$ cat src/rtl/vga_timing_generator_if.sv
// Video timing bundle: pixel-clock enable in, raster position plus delayed sync/enable/strobes out.
interface vga_timing_generator_if #(
   parameter int CNT_W = 11
);
   logic             enable;
   logic [CNT_W-1:0] pixel_x;
   logic [CNT_W-1:0] pixel_y;
   logic             in_display_area;
   logic             hw_vga_h_sync;
   logic             hw_vga_v_sync;
   logic             line_start;
   logic             frame_start;

   modport master (
      input  enable,
      output pixel_x, pixel_y, in_display_area,
      output hw_vga_h_sync, hw_vga_v_sync, line_start, frame_start
   );

   modport slave (
      output enable,
      input  pixel_x, pixel_y, in_display_area,
      input  hw_vga_h_sync, hw_vga_v_sync, line_start, frame_start
   );
endinterface

$ cat src/rtl/vga_timing_generator.sv
// Parametrised VGA raster timing: x/y pixel counters plus sync, display-enable and line/frame
// strobes, delayed by PIPE_DELAY enabled cycles to line up with fetched pixel data.
module vga_timing_generator #(
   parameter int X_RES         = 640,
   parameter int Y_RES         = 480,
   parameter int H_FRONT_PORCH = 16,
   parameter int H_SYNC        = 96,
   parameter int H_BACK_PORCH  = 48,
   parameter int V_FRONT_PORCH = 10,
   parameter int V_SYNC        = 2,
   parameter int V_BACK_PORCH  = 33,
   parameter bit H_SYNC_POL    = 1'b0,
   parameter bit V_SYNC_POL    = 1'b0,
   parameter int PIPE_DELAY    = 0,
   parameter int CNT_W         = 11
) (
   input  logic                   clk25,
   input  logic                   rst_n,
   vga_timing_generator_if.master vga
);
   localparam int H_TOTAL  = X_RES + H_FRONT_PORCH + H_SYNC + H_BACK_PORCH;
   localparam int V_TOTAL  = Y_RES + V_FRONT_PORCH + V_SYNC + V_BACK_PORCH;
   localparam int HS_BEGIN = X_RES + H_FRONT_PORCH;
   localparam int HS_END   = X_RES + H_FRONT_PORCH + H_SYNC;
   localparam int VS_BEGIN = Y_RES + V_FRONT_PORCH;
   localparam int VS_END   = Y_RES + V_FRONT_PORCH + V_SYNC;

   localparam logic [CNT_W-1:0] X_LAST = CNT_W'(H_TOTAL - 1);
   localparam logic [CNT_W-1:0] Y_LAST = CNT_W'(V_TOTAL - 1);

   // Bundle order {de, h_sync, v_sync, line_start, frame_start}; idle = syncs at inactive level.
   localparam logic [4:0] IDLE = {1'b0, ~H_SYNC_POL, ~V_SYNC_POL, 2'b00};

   logic [CNT_W-1:0] r_x;
   logic [CNT_W-1:0] r_y;

   always_ff @(posedge clk25) begin
      if (!rst_n) begin
         r_x <= '0;
         r_y <= '0;
      end else if (vga.enable) begin
         if (r_x == X_LAST) begin
            r_x <= '0;
            r_y <= (r_y == Y_LAST) ? '0 : r_y + 1'b1;
         end else begin
            r_x <= r_x + 1'b1;
         end
      end
   end

   logic       w_de;
   logic       w_hs_act;
   logic       w_vs_act;
   logic       w_line_start;
   logic       w_frame_start;
   logic [4:0] w_decode;
   logic [4:0] w_out;

   assign w_de          = (r_x < CNT_W'(X_RES)) && (r_y < CNT_W'(Y_RES));
   assign w_hs_act      = (r_x >= CNT_W'(HS_BEGIN)) && (r_x < CNT_W'(HS_END));
   // Vertical sync spans whole lines, so it only changes when x wraps to 0.
   assign w_vs_act      = (r_y >= CNT_W'(VS_BEGIN)) && (r_y < CNT_W'(VS_END));
   assign w_line_start  = (r_x == '0);
   assign w_frame_start = w_line_start && (r_y == '0);

   assign w_decode = {w_de,
                      w_hs_act ? H_SYNC_POL : ~H_SYNC_POL,
                      w_vs_act ? V_SYNC_POL : ~V_SYNC_POL,
                      w_line_start,
                      w_frame_start};

   generate
      if (PIPE_DELAY == 0) begin : g_no_pipe
         assign w_out = w_decode;
      end else begin : g_pipe
         logic [4:0] r_stage [PIPE_DELAY];

         always_ff @(posedge clk25) begin
            if (!rst_n) begin
               for (int i = 0; i < PIPE_DELAY; i++) begin
                  r_stage[i] <= IDLE;
               end
            end else if (vga.enable) begin
               r_stage[0] <= w_decode;
               for (int i = 1; i < PIPE_DELAY; i++) begin
                  r_stage[i] <= r_stage[i-1];
               end
            end
         end

         assign w_out = r_stage[PIPE_DELAY-1];
      end
   endgenerate

   assign vga.pixel_x         = r_x;
   assign vga.pixel_y         = r_y;
   assign vga.in_display_area = w_out[4];
   assign vga.hw_vga_h_sync   = w_out[3];
   assign vga.hw_vga_v_sync   = w_out[2];
   assign vga.line_start      = w_out[1];
   assign vga.frame_start     = w_out[0];
endmodule

$ cat src/flat_wrapper.sv
// flat-port wrapper written by rule: the top's interface ports become plain ports
module vga_timing_generator_flat 
#(
   parameter int X_RES         = 640,
   parameter int Y_RES         = 480,
   parameter int H_FRONT_PORCH = 16,
   parameter int H_SYNC        = 96,
   parameter int H_BACK_PORCH  = 48,
   parameter int V_FRONT_PORCH = 10,
   parameter int V_SYNC        = 2,
   parameter int V_BACK_PORCH  = 33,
   parameter bit H_SYNC_POL    = 1'b0,
   parameter bit V_SYNC_POL    = 1'b0,
   parameter int PIPE_DELAY    = 0,
   parameter int CNT_W         = 11
)
  (clk25, rst_n, vga_enable, vga_pixel_x, vga_pixel_y, vga_in_display_area, vga_hw_vga_h_sync, vga_hw_vga_v_sync, vga_line_start, vga_frame_start);
  vga_timing_generator_if #(.CNT_W(CNT_W)) vga_i ();
  input  logic clk25;
  input  logic rst_n;
  input wire logic [$bits(vga_i.enable)-1:0] vga_enable;
  output wire logic [$bits(vga_i.pixel_x)-1:0] vga_pixel_x;
  output wire logic [$bits(vga_i.pixel_y)-1:0] vga_pixel_y;
  output wire logic [$bits(vga_i.in_display_area)-1:0] vga_in_display_area;
  output wire logic [$bits(vga_i.hw_vga_h_sync)-1:0] vga_hw_vga_h_sync;
  output wire logic [$bits(vga_i.hw_vga_v_sync)-1:0] vga_hw_vga_v_sync;
  output wire logic [$bits(vga_i.line_start)-1:0] vga_line_start;
  output wire logic [$bits(vga_i.frame_start)-1:0] vga_frame_start;
  assign vga_i.enable = vga_enable;
  assign vga_pixel_x = vga_i.pixel_x;
  assign vga_pixel_y = vga_i.pixel_y;
  assign vga_in_display_area = vga_i.in_display_area;
  assign vga_hw_vga_h_sync = vga_i.hw_vga_h_sync;
  assign vga_hw_vga_v_sync = vga_i.hw_vga_v_sync;
  assign vga_line_start = vga_i.line_start;
  assign vga_frame_start = vga_i.frame_start;
  vga_timing_generator #(.X_RES(X_RES), .Y_RES(Y_RES), .H_FRONT_PORCH(H_FRONT_PORCH), .H_SYNC(H_SYNC), .H_BACK_PORCH(H_BACK_PORCH), .V_FRONT_PORCH(V_FRONT_PORCH), .V_SYNC(V_SYNC), .V_BACK_PORCH(V_BACK_PORCH), .H_SYNC_POL(H_SYNC_POL), .V_SYNC_POL(V_SYNC_POL), .PIPE_DELAY(PIPE_DELAY), .CNT_W(CNT_W)) u_core (.clk25(clk25), .rst_n(rst_n), .vga(vga_i));
endmodule
$ cat config.mk
export PLATFORM = sky130hd
export DESIGN_NAME = vga_timing_generator_flat
export DESIGN_NICKNAME = d
export VERILOG_FILES = /design/src/rtl/vga_timing_generator_if.sv /design/src/rtl/vga_timing_generator.sv /design/src/flat_wrapper.sv
export SDC_FILE = /design/constraint.sdc
export NUM_CORES = 1
export LEC_CHECK = 0
export ABC_AREA = 1
export CAP_MARGIN = 20
export CORE_MARGIN = 2
export CORE_UTILIZATION = 45
export CTS_BUF_LIST = sky130_fd_sc_hd__clkbuf_16
export DETAILED_ROUTE_END_ITERATION = 8
export PLACE_DENSITY = 0.87
export RECOVER_POWER = 50
export SYNTH_ARGS = -nofsm -noshare
export SYNTH_HDL_FRONTEND = slang
export SYNTH_SLANG_ARGS = --single-unit
$ cat constraint.sdc
create_clock -name clk25 -period 1.4 [get_ports clk25]
set_input_delay 0.14 -clock clk25 [delete_from_list [all_inputs] [get_ports clk25]]
set_output_delay 0.14 -clock clk25 [all_outputs]
set_load 0.03 [all_outputs]
==> metrics.txt <==
Setup WS post-layout -270.4 ps; # setup viols final 24; GR Overflow Total 0; die area 3415 sq um; Top FF cell, synth dfxtp_1; crit start category flop; Clock Root Buffer clkbuf_16; final instance area 2482 sq um; worst path cell trace buf_6 > ha_4 > nand2_4 > nor2_4 > buf_6 > nand3_4 > buf_6 > o21bai_1 > nand2_1 > nor2_1; Placer Congestion 0.8438; Worst Setup End Kind flop; drt initial violations 153; non-filler cells, final 330; P_leak around 1.2 nW; RSZ-0062 raised after global routing true; Hold Path Class flop to flop; core footprint 2781 sq um; I/O Pins 30; clock sink total 22; pin slew with the least headroom to its limit 351.6 ps; post-synthesis net count 220; Slew HR 76.47%; max_cap viols 0; Seq pwr share between 40% and 50%; final core occ between 80% and 90%; ANT cells 0; Yosys reg bits 22; post-synth cell types 23; status complete, but fails checks; maximum VDD drop roughly 0.67 mV; Final #Nets 307; placed instance area roughly 2000 sq um; Syn Inst Count 213; post-synthesis sequential area ratio 33.02%; final wirelength 5794 um; die height between 50 and 60 um; initial cell density of the core 47.95%; slowest CP cell dfxtp_4; Switching Fraction approximately a quarter; post-synth design cell area 1334 sq um; syn_area_per_cell 6.262 sq um; clock buffer count from CTS 3; Buf+Inv Stages, Crit Path 3; dpl hpwl 2873 um; antenna-violating nets left 0; Worst EP arrival 1860 ps; slowest cell delay on critical path between 300 and 400 ps; Comb power frac 11.6%; Critical Path Most Common Cell buf_6; Max Clk Rate 598.7 MHz; violated checks negative setup slack; routed len/inst 17.56 um; fin crit period approximately 1700 ps; PortBufs 29; vias per cell 5.797; final hold violations 0; Final Max Tran Viols 0; clock share of power between 40% and 50%; antenna violations before repair 0; vias in the first global route 1621; share of cells above drive strength 1 45.15%; P per Cell Area 574.1 nW/um^2; Required @ worst endpoint around 1600 ps; number of cell rows 19; ys async rst share 0%; Syn. warnings 0; Post-Route Skew 8.555 ps; Final period util 119.3%; Reg clk slew, reported paths 70 ps; Max Buffers Root-to-Sink 2; DP Cell Count 307; first-pass GRT wire length 7038 um; CP top delay family simple AND/OR/NAND/NOR gates; # DRC 0; First-pass DRT Iterations 7; Worst Path Class, Setup flop to flop; Post-synth EDFFs 0; GR Util All Layers 26.93%; die width 58.44 um; maximum number of pins on one net before global-route repair 13; H-tree depth 1; routed vias 1913; CTS tree built; Crit Path Max Fanout 3; cell-internal power between 0.001 and 0.0015 W; Pwr Total approximately 0.0014 W; Layout area overhead 86.12%; Sw Pwr about 0.00034 W; # hold bufs at CTS 0; Clock Latency Late Sink 260 ps
==> through the flow <==
step	hold slack, ps	setup TNS, ps	worst slack (ps)
detailed placement	499.8	-1799	-155.0
floorplan	270.9	0	8.461
global route	575.8	-3854	-305.6
finish	548.9	-2498	-270.4
global placement	485.3	-1319	-108.4
CTS	534.3	-1712	-195.0
==> synth_stat cells (2+ instances only) <==
library cell  number  area share (%)
nor2_4             2             1.7
nand2_2            3             1.4
nor3b_1            2             1.1
a21oi_1           11             4.1
dfxtp_1           22              33
ha_1               4             3.8
inv_1             28             7.9
o21ai_0            3             1.1
inv_2              2            0.56
nand4_1            3             1.4
nand2_1           56              16
nor3_1             4             1.5
nor2_1            41              12
xor2_1             3             2.0
nor4_1             3             1.4
nand3_1           17             6.4
o21bai_1           3             1.7
==> cells in the final DEF, fill, tap and decap left out, types with 7 or more instances in the layout <==
master and instances:
buf_6 16, a21oi_1 10, buf_4 40, dfxtp_1 10
dlygate4sd2_1 22, nor2_4 8, nand2_1 48, inv_1 20
nor2_2 9, nand3_2 8, nand2_2 7, dfxtp_2 10
nand3_1 9, nor2_1 27
==> worst reg2reg max path: stages, from the launching register on <==
cell      delay [ps]
dfxtp_4          360
buf_6            110
ha_4             140
nand2_4           60
nor2_4           150
buf_6            130
nand3_4          100
buf_6            150
o21bai_1         200
nand2_1           90
nor2_1           110
==> logic make-up after synthesis <==
| kind of cell | after synthesis | synth area share, % |
|---|---|---|
| flops | 22 | 33.02 |
| fa+ha+maj | 4 | 3.752 |
| simple gates | 134 | 44.28 |
| xor+xnor | 3 | 1.970 |
| buf+inv | 32 | 9.568 |
| compound gates | 18 | 7.411 |
==> power by group through the flow <==
stage                     Combinational (W)  Clock [W]  Sequential [W]
after global routing               0.000174   0.000637        0.000635
after global placement             0.000112          0        0.000648
after CTS                          0.000144   0.000617        0.000634
after detailed placement           0.000115          0        0.000648
final                              0.000166   0.000624        0.000635
after floorplan                   0.0000549          0        0.000657
==> registers in the layout (all words and copies together), names as in the netlist <==
register / count
u_core.vga.pixel_y: 11
u_core.vga.pixel_x: 11
==> worst paths after layout <==
check	slack, ps	end	startpoint	depth (start not counted)
worst min register to register	550	u_core.vga.pixel_y[0]	u_core.vga.pixel_y[0]	2
worst max-delay path	-270	u_core.vga.pixel_y[10]	u_core.vga.pixel_x[1]	10
worst max register to register	-270	u_core.vga.pixel_y[10]	u_core.vga.pixel_x[1]	10
worst min-delay path	550	u_core.vga.pixel_y[0]	u_core.vga.pixel_y[0]	2
==> metal layers <==
layer | wire (um) | share of wire [%] | vias to the layer above | global-route usage (%)
li1 | - | - | 847 | -
met1 | 2207 | 38 | 919 | 29.59
met2 | 3052 | 53 | 122 | 53.13
met3 | 346 | 6.0 | 25 | 3.077
met4 | 188 | 3.2 | 0 | 7.973
met5 | 0 | 0 | - | 0
==> layout make-up <==
| cell class | count | area, sq um |
|---|---|---|
| clock buffer | 3 | 75.07 |
| clock inverter | 1 | 3.754 |
| fill | 145 | 299.0 |
| inverter | 31 | 128.9 |
| multi-input combinational | 159 | 1026 |
| sequential | 22 | 460.4 |
| tap | 31 | 38.79 |
| timing repair buffer | 83 | 749.5 |
==> repair_timing <==
action,4_1_cts,5_1_grt
pin swaps,9,24
gates resized for setup,62,61
hold endpoints to repair,0,0
cloned,1,0
buffers inserted,8,10
setup endpoints to repair,30,24
No activity file was read; power rests on OpenSTA's default activity.
